## src/rtl/mode_pkg.sv

```systemverilog
// Shared definitions for the blink-mode detector: FSM encoding, class codes,
// acceptance windows and nominal half-periods (same values the transmitter uses).
package mode_pkg;

   typedef enum logic [1:0] {
      ST_SEARCH    = 2'd0,
      ST_CANDIDATE = 2'd1,
      ST_LOCKED    = 2'd2,
      ST_STATIC    = 2'd3
   } state_t;

   // Class 0 doubles as "invalid"; classes 1..3 map directly onto mode codes.
   localparam logic [1:0] CLS_INVALID = 2'd0;

   localparam int unsigned MODE1_LO = 450;
   localparam int unsigned MODE1_HI = 549;
   localparam int unsigned MODE2_LO = 225;
   localparam int unsigned MODE2_HI = 274;
   localparam int unsigned MODE3_LO = 90;
   localparam int unsigned MODE3_HI = 109;

   localparam int unsigned NOM_HALF1 = 500;
   localparam int unsigned NOM_HALF2 = 250;
   localparam int unsigned NOM_HALF3 = 100;

   // Map a measured half-period onto its class; bounds are inclusive.
   function automatic logic [1:0] classify(input int unsigned v);
      if (v >= MODE1_LO && v <= MODE1_HI) return 2'd1;
      if (v >= MODE2_LO && v <= MODE2_HI) return 2'd2;
      if (v >= MODE3_LO && v <= MODE3_HI) return 2'd3;
      return CLS_INVALID;
   endfunction

endpackage

```

## src/rtl/mode_detector_sync_edge.sv

```systemverilog
// Two-flop synchronizer plus history flop for the asynchronous blink input.
// Ports: SCLK, RST_N (async, active-low), din (async input),
//        edge_c (combinational pulse, high for one cycle per input transition).
module sync_edge (
   input  logic SCLK,
   input  logic RST_N,
   input  logic din,
   output logic edge_c
);

   logic sync1;
   logic sync2;
   logic hist;

   // Synchronizer chain and history flop
   always_ff @(posedge SCLK or negedge RST_N) begin
      if (!RST_N) begin
         sync1 <= 1'b0;
         sync2 <= 1'b0;
         hist  <= 1'b0;
      end else begin
         sync1 <= din;
         sync2 <= sync1;
         hist  <= sync2;
      end
   end

   assign edge_c = sync2 ^ hist;

endmodule

```

## src/rtl/mode_detector.sv

```systemverilog
// Measures half-periods of a far-end blink clock and locks onto a mode code
// after two consecutive matching measurements; a long quiet input reads as mode 0.
// Ports: SCLK, RST_N (async, active-low), mode_in (async blink input),
//        mode (locked code), mode_valid, half_period (last measurement), LD (status LEDs).
module mode_detector
   import mode_pkg::*;
#(
   parameter int unsigned TIMEOUT = 1024,
   parameter int unsigned CNT_W   = 11
) (
   input  logic             SCLK,
   input  logic             RST_N,
   input  logic             mode_in,
   output logic [1:0]       mode,
   output logic             mode_valid,
   output logic [CNT_W-1:0] half_period,
   output logic [15:0]      LD
);

   localparam logic [CNT_W-1:0] CNT_MAX = '1;

   state_t           state_q;
   state_t           state_d;
   logic             first_q;
   logic             first_d;
   logic [1:0]       cand_q;
   logic [1:0]       cand_d;
   logic [1:0]       mode_d;
   logic             valid_d;
   logic [CNT_W-1:0] half_d;
   logic [CNT_W-1:0] cnt;
   logic             edge_c;
   logic [1:0]       cls_c;
   logic             timeout_c;

   sync_edge u_sync_edge (
      .SCLK   (SCLK),
      .RST_N  (RST_N),
      .din    (mode_in),
      .edge_c (edge_c)
   );

   assign cls_c     = classify(32'(cnt));
   assign timeout_c = (cnt == CNT_W'(TIMEOUT));

   // State and registered outputs
   always_ff @(posedge SCLK or negedge RST_N) begin
      if (!RST_N) begin
         state_q     <= ST_SEARCH;
         first_q     <= 1'b1;
         cand_q      <= 2'd0;
         mode        <= 2'd0;
         mode_valid  <= 1'b0;
         half_period <= '0;
      end else begin
         state_q     <= state_d;
         first_q     <= first_d;
         cand_q      <= cand_d;
         mode        <= mode_d;
         mode_valid  <= valid_d;
         half_period <= half_d;
      end
   end

   // Half-period counter: restarts at 1 on an edge, saturates otherwise
   always_ff @(posedge SCLK or negedge RST_N) begin
      if (!RST_N) begin
         cnt <= '0;
      end else if (edge_c) begin
         cnt <= CNT_W'(1);
      end else if (cnt != CNT_MAX) begin
         cnt <= cnt + CNT_W'(1);
      end
   end

   // LEDs trail mode/mode_valid by one cycle
   always_ff @(posedge SCLK or negedge RST_N) begin
      if (!RST_N) begin
         LD <= 16'h0000;
      end else begin
         LD <= {11'd0, mode_valid, (mode_valid ? (4'b0001 << mode) : 4'b0000)};
      end
   end

   // Next-state and output decisions; an edge always wins over timeout
   always_comb begin
      state_d = state_q;
      first_d = first_q;
      cand_d  = cand_q;
      mode_d  = mode;
      valid_d = mode_valid;
      half_d  = half_period;

      if (edge_c) begin
         if (first_q) begin
            // Only restarts the measurement (also absorbs a reset-release glitch)
            first_d = 1'b0;
            if (state_q == ST_STATIC) begin
               state_d = ST_SEARCH;
               valid_d = 1'b0;
            end
         end else begin
            half_d = cnt;
            unique case (state_q)
               ST_SEARCH: begin
                  if (cls_c != CLS_INVALID) begin
                     state_d = ST_CANDIDATE;
                     cand_d  = cls_c;
                  end
               end
               ST_CANDIDATE: begin
                  if (cls_c == CLS_INVALID) begin
                     state_d = ST_SEARCH;
                  end else if (cls_c == cand_q) begin
                     state_d = ST_LOCKED;
                     mode_d  = cand_q;
                     valid_d = 1'b1;
                  end else begin
                     cand_d = cls_c;
                  end
               end
               ST_LOCKED: begin
                  if (cls_c == CLS_INVALID) begin
                     state_d = ST_SEARCH;
                     valid_d = 1'b0;
                  end else if (cls_c != mode) begin
                     state_d = ST_CANDIDATE;
                     cand_d  = cls_c;
                     valid_d = 1'b0;
                  end
               end
               ST_STATIC: begin
                  state_d = ST_SEARCH;
                  valid_d = 1'b0;
               end
               default: begin
                  state_d = ST_SEARCH;
               end
            endcase
         end
      end else if (timeout_c) begin
         state_d = ST_STATIC;
         mode_d  = 2'd0;
         valid_d = 1'b1;
         first_d = 1'b1;
      end
   end

endmodule

```

## config.mk

```make
export PLATFORM = sky130hd
export DESIGN_NAME = mode_detector
export DESIGN_NICKNAME = d
export VERILOG_FILES = /design/src/rtl/mode_pkg.sv /design/src/rtl/mode_detector_sync_edge.sv /design/src/rtl/mode_detector.sv
export SDC_FILE = /design/constraint.sdc
export NUM_CORES = 1
export LEC_CHECK = 0
export CORE_MARGIN = 3
export CORE_UTILIZATION = 49
export DETAILED_ROUTE_END_ITERATION = 7
export PLACE_DENSITY = 0.76
export REMOVE_ABC_BUFFERS = 1
export SETUP_SLACK_MARGIN = 0.4
export SYNTH_ARGS = -nofsm -noshare
export SYNTH_HDL_FRONTEND = slang
export SYNTH_SLANG_ARGS = --single-unit
```

## constraint.sdc

```tcl
create_clock -name SCLK -period 2.6 [get_ports SCLK]
set_input_delay 0.52 -clock SCLK [delete_from_list [all_inputs] [get_ports SCLK]]
set_output_delay 0.52 -clock SCLK [all_outputs]
set_load 0.02 [all_outputs]
```

==> results of run 1 <==
-- registers in the layout, indices dropped and copies added, names as in the netlist, 2 cells and up --
name and cells:
half_period 11, cand_q 2, state_q 2, mode 2, cnt 11, LD 5
-- per-stage QoR --
stage | setup TNS, ns | utilization (%) | setup WS [ns]
3_3_place_gp | 0 | 60.1 | 0.0259
2_1_floorplan | 0 | - | 0.127
4_1_cts | 0 | 68.9 | 0.102
3_5_place_dp | -0.0590 | 60.1 | -0.0590
5_1_grt | -0.00184 | 70.3 | -0.00184
6_report | 0 | 70.3 | 0.0384
-- cell families (layout without fill, tap and decap cells) --
group | count (synthesis) | after routing | share of synthesized area, %
DFF | 38 | 38 | 43.7
xor gates and xnor gates | 7 | 7 | 2.81
and+or+nand+nor | 73 | 74 | 18.0
muxes | 17 | 17 | 8.78
adders and majority gates | 9 | 9 | 5.17
other | 1 | 11 | 0.172
AOI/OAI and AO/OA | 42 | 43 | 13.4
buffers and inverters | 33 | 73 | 7.98
-- power by group --
group / switching [mW] / total (mW) / leakage, nW / internal, mW
Combinational: 0.293 / 0.554 / 0.743 / 0.260
Sequential: 0.0588 / 0.709 / 0.484 / 0.650
Clock: 0.210 / 0.619 / 0.0714 / 0.409
-- cell usage in the layout, fill, tap and decap left out, drive strengths merged, types with 8 or more instances in the layout --
cell,netlist,final
buf,18,35
o21ai,11,11
clkdlybuf4s50,0,20
conb,1,11
nand2,18,18
inv,10,10
nor2,13,13
ha,9,9
mux2,14,14
dfrtp,37,37
nor3,9,9
a21oi,8,8
-- per-layer routing --
| layer | share of wire [%] | routed length (um) | GRT usage [%] |
|---|---|---|---|
| met5 | 0 | 0 | 0 |
| met4 | 3.7 | 209 | 10.0 |
| met3 | 8.5 | 477 | 6.20 |
| met2 | 47 | 2610 | 35.4 |
| met1 | 41 | 2300 | 28.8 |
-- repair_timing --
item,4_1_cts,5_1_grt
pin swaps,9,10
endpoints found under the setup margin,7,10
cloned,2,0
gates resized for setup,26,12
buffers inserted,12,3
-- path summary, 6_finish.rpt --
path | from | end | slack, ns
min | RST_N | state_q[0] | 0.32
min in group SCLK | u_sync_edge.sync1 | u_sync_edge.sync2 | 0.35
max | cnt[1] | state_q[0] | 0.04
min reg2reg | u_sync_edge.sync1 | u_sync_edge.sync2 | 0.35
max in group asynchronous | RST_N | cnt[0] | 1.70
max reg2reg | cnt[1] | state_q[0] | 0.04
-- cell type report --
class | count | area, um2 | share of cell area (%)
inverter | 10 | 37.5 | 1.29
clock buffer | 6 | 82.6 | 2.84
sequential | 38 | 960 | 32.9
tap | 50 | 62.6 | 2.15
timing repair buffer | 55 | 464 | 15.9
multi-input combinational | 161 | 1250 | 42.8
clock inverter | 2 | 60.1 | 2.06
-- cell usage after synthesis, drive strengths merged, types with 3 or more instances --
library cell	count	area, um2
dfrtp	37	926
buf	18	118
nand2	18	67.6
mux2	14	161
nor2	13	48.8
o21ai	11	55.1
inv	10	37.5
ha	9	113
nor3	9	50.1
a21oi	8	40.0
and3	5	31.3
clkbuf	5	18.8
nor4	5	31.3
a31oi	4	25.0
nand3	4	20.0
xnor2	4	35.0
a211oi	3	27.5
mux2i	3	30.0
or3	3	18.8
xor2	3	26.3
==> results.txt, run 1 <==
slew at the pin closest to its max-slew limit: 0.829 ns
number of flops mapped to enable cells by yosys: 0
clock sinks: 38
routability cong.: 1.02
Critical Path Max Stage Delay: 0.46 ns
post-layout min period: 2.56 ns
CP arrival: 2.75 ns
total power draw: 1.88 mW
die area: 0.00528 mm2
per-cell routed wire length: 17.4 um
grt total ovfl: 0
antenna-violating nets left: 0
Filler cells: 284
I/O Buffers: 21
layout cells sized above 1: 33.1%
Total Routed Length: 5600 um
Max clock buf depth: 2
Distinct cells, synth: 56
depth of the CTS H-tree: 2
RSZ-0062 raised after global routing: yes
cts bufs inserted: 5
All-Layer GR Usage: 22.5%
latest clock arrival within the worst-skew pair: 0.30 ns
Syn. warnings: 0
fraction of the yosys area taken by sequential cells: 43.7%
io pins: 33
maxcap violations: 0
Yosys reg bits: 38
peak supply drop: 377 uV
CP endpoint kind: flip-flop
DRT Pass-1 Iters: 5
Initial DRC Count: 246
outcome: complete, no violations
slowest library cell on the worst path: dfrtp_2
instance count of the mapped netlist: 220
CP cell instances: or2_4 > a311oi_4 > o22ai_2 > nand4bb_1 > a32o_1 > a221o_1 > mux2_4
nets: 283
cell depth of the worst setup path: 7
Post-route DRC: 0
Avg Inst Size Synth: 9.91 um2
final hold violations: 0
Setup violations, final: 0
clock skew: 0.00654 ns
post-synthesis async set-or-reset flop share: 100%
Clk pin slew, worst setup/hold paths: 0.08 ns
Leak: 1.30 nW
dpl cell area: 0.00249 mm2
Die W: 72.7 um
Layout area overhead: 33.6%
Post-CTS Hold Buffers: 0
pwr/cell area: 646 mW/mm2
initial cell density of the core: 52.6%
diodes inserted: 0
max frequency: 390 MHz
Setup CP Type: flip-flop to flip-flop
Avg Vias per Cell: 5.96
CTS tree: yes
synthesized area: 0.00218 mm2
Critical Path Fanout Max: 6
design area: 0.00291 mm2
first-pass GRT wire length: 9100 um
Crit path max-delay family: compound AO/OA/AOI/OAI gates
R2R cell count: 7
hold crit path type: primary input to asynchronous set/reset pin
die height: 72.7 um
Root Buffer: clkbuf_8
Main synth FF type: dfrtp_1
DP HPWL: 3290 um
Worst Path Buf+Inv: 0
vias in the first global route: 1905
CP required: 2.78 ns
relative slew slack: 44.8%
Min Hold Slack: 0.319 ns
routed vias: 1920
row cnt: 23
Final Non-Filler Cells: 322
core box area: 0.00414 mm2
Final Max Tran Viols: 0
post-placement cell count: 297
Worst Setup Start Kind: flip-flop
largest net degree at the start of global routing: 39
crit share post-route: 98.5%
initial antenna violation count: 0
Power figures use the tool's default switching activity.
==> run 2, diff against run 1 <==
CORE_UTILIZATION = 58   (was 49)
MAX_ROUTING_LAYER = met4   (was not set)
PLACE_DENSITY = 0.85   (was 0.76)
clock period = 3.15 ns   (was 2.6 ns; I/O delays follow)
==> run 2 against run 1 <==
Total power is 27% lower; die area is 14% lower; global-route usage is 0.32 points higher; critical endpoint unchanged.
==> results.txt, run 2 (same netlist as run 1, synthesis figures left out) <==
leading cell type in the layout, fill and taps excluded: dfrtp_1
Filler cells: 268 (-5.6%)
CP arrival: 2.90 ns (+0.15 ns)
Leak: 1.12 nW (-14%)
slowest library cell on the worst path: dfrtp_2
CP cell instances: or3b_4 > a211oi_2 > o22ai_4 > nand4bb_1 > a32o_1 > a221o_1 > mux2_4
DP HPWL: 3010 um (-8.4%)
final hold violations: 0 (unchanged)
Avg Vias per Cell: 6.00 (+0.63%)
nets: 250 (-12%)
row cnt: 21 (-8.7%)
Worst Setup Start Kind: flip-flop
die height: 67.3 um (-7.4%)
first-pass GRT wire length: 7400 um (-19%)
largest net degree at the start of global routing: 39 (unchanged)
core box area: 0.00347 mm2 (-16%)
clock sinks: 38 (unchanged)
maxcap violations: 0 (unchanged)
most frequent cells in the layout: 32 x dfrtp_1, 20 x clkdlybuf4s50_1, 18 x nand2_1, 13 x nor2_1
Setup violations, final: 0 (unchanged)
Final Util: 73.3% (+3.0 points)
I/O Buffers: 21 (unchanged)
Initial DRC Count: 185 (-25%)
layout cells sized above 1: 18.4% (-15 points)
Max clock buf depth: 2 (unchanged)
Final Max Tran Viols: 0 (unchanged)
Setup CP Type: flip-flop to flip-flop
Layout area overhead: 16.6%
CP required: 3.34 ns (+0.56 ns)
slew at the pin closest to its max-slew limit: 0.829 ns (+0.000710 ns)
All-Layer GR Usage: 22.8% (+0.32 points)
Critical Path Fanout Max: 10 (+4)
routed vias: 1710 (-11%)
latest clock arrival within the worst-skew pair: 0.30 ns (about the same)
Die W: 67.3 um (-7.4%)
die area: 0.00453 mm2 (-14%)
Total Routed Length: 4530 um (-19%)
initial cell density of the core: 62.8% (+10 points)
Root Buffer: clkbuf_8
outcome: complete, no violations
setup TNS: 0 ns (unchanged)
RSZ-0062 raised after global routing: yes
DRT Pass-1 Iters: 5 (unchanged)
Clk pin slew, worst setup/hold paths: 0.08 ns (about the same)
initial antenna violation count: 0 (unchanged)
pwr/cell area: 536 mW/mm2 (-17%)
Critical Path Max Stage Delay: 0.48 ns (+0.02 ns)
peak supply drop: 266 uV (-30%)
Top Registers: cnt x11, half_period x11, LD x5
diodes inserted: 0 (unchanged)
depth of the CTS H-tree: 2 (unchanged)
routability cong.: 0.966 (-5.0%)
design area: 0.00254 mm2 (-13%)
grt total ovfl: 0 (unchanged)
vias in the first global route: 1557 (-18%)
max frequency: 369 MHz (-5.6%)
relative slew slack: 44.7% (-0.047 points)
WHS Path Cells: 0
dpl cell area: 0.00237 mm2 (-5.0%)
crit share post-route: 86.1% (-12 points)
post-layout min period: 2.71 ns (+0.151 ns)
per-cell routed wire length: 15.9 um (-8.5%)
hold crit path type: flip-flop to flip-flop
clock skew: 0.0100 ns (+0.00351 ns)
Post-route DRC: 0 (unchanged)
CTS tree: yes
io pins: 33 (unchanged)
antenna-violating nets left: 0 (unchanged)
R2R cell count: 7 (unchanged)
cts bufs inserted: 5 (unchanged)
CP endpoint kind: flip-flop
==> run 2: metrics by stage <==
stage	total power, mW	hold WS [ns]	instances	setup WS (ns)
after detailed placement	0.947	0.349	277	0.440
after CTS	1.36	0.366	285	0.427
after global placement	0.940	0.334	277	0.507
final	1.36	0.358	285	0.437
after floorplan	0.819	0.331	207	0.677
after global routing	1.45	0.368	285	0.323
==> run 2: report_power, final <==
group          switching (mW)  leakage, nW  internal [mW]
registers              0.0484        0.486          0.536
clock network           0.176       0.0504          0.235
logic                   0.203        0.579          0.165
==> run 2: area by class of cell <==
type | instances | area, um2 | area share [%]
inverter | 10 | 37.5 | 1.48
sequential | 38 | 958 | 37.7
tap | 46 | 57.6 | 2.26
timing repair buffer | 24 | 228 | 8.96
clock inverter | 3 | 45.0 | 1.77
multi-input combinational | 159 | 1150 | 45.1
clock buffer | 5 | 68.8 | 2.71
==> run 2: routing by layer <==
layer	global-route usage, %	share of wire, %	up-vias
li1	-	-	801
met1	30.1	44	807
met2	32.5	46	84
met3	6.49	7.5	18
met4	10.1	2.8	0
met5	-	0	-
==> run 2: final timing paths <==
| kind | from | endpoint | slack, ns |
|---|---|---|---|
| min in group asynchronous | RST_N | half_period[2] | 0.42 |
| max in group asynchronous | RST_N | cnt[9] | 2.14 |
| hold / removal | u_sync_edge.sync1 | u_sync_edge.sync2 | 0.36 |
| setup reg to reg | cnt[9] | state_q[0] | 0.44 |
| hold reg to reg | u_sync_edge.sync1 | u_sync_edge.sync2 | 0.36 |
| setup / recovery | cnt[9] | state_q[0] | 0.44 |
==> run 2: timing repair <==
| action | in CTS | in global routing |
|---|---|---|
| resized for setup | 0 | 15 |
| buffers inserted | 0 | 0 |
| endpoints found under the setup margin | 0 | 6 |
| hold buffers | 0 | 0 |
| hold endpoints to repair | 0 | 0 |
==> run 2: critical path, delay by kind of cell (launching register included) <==
kind,cells,cell delay [ns]
flops,1,0.48
simple gates,2,0.71
mux,1,0.31
compound gates,4,1.12
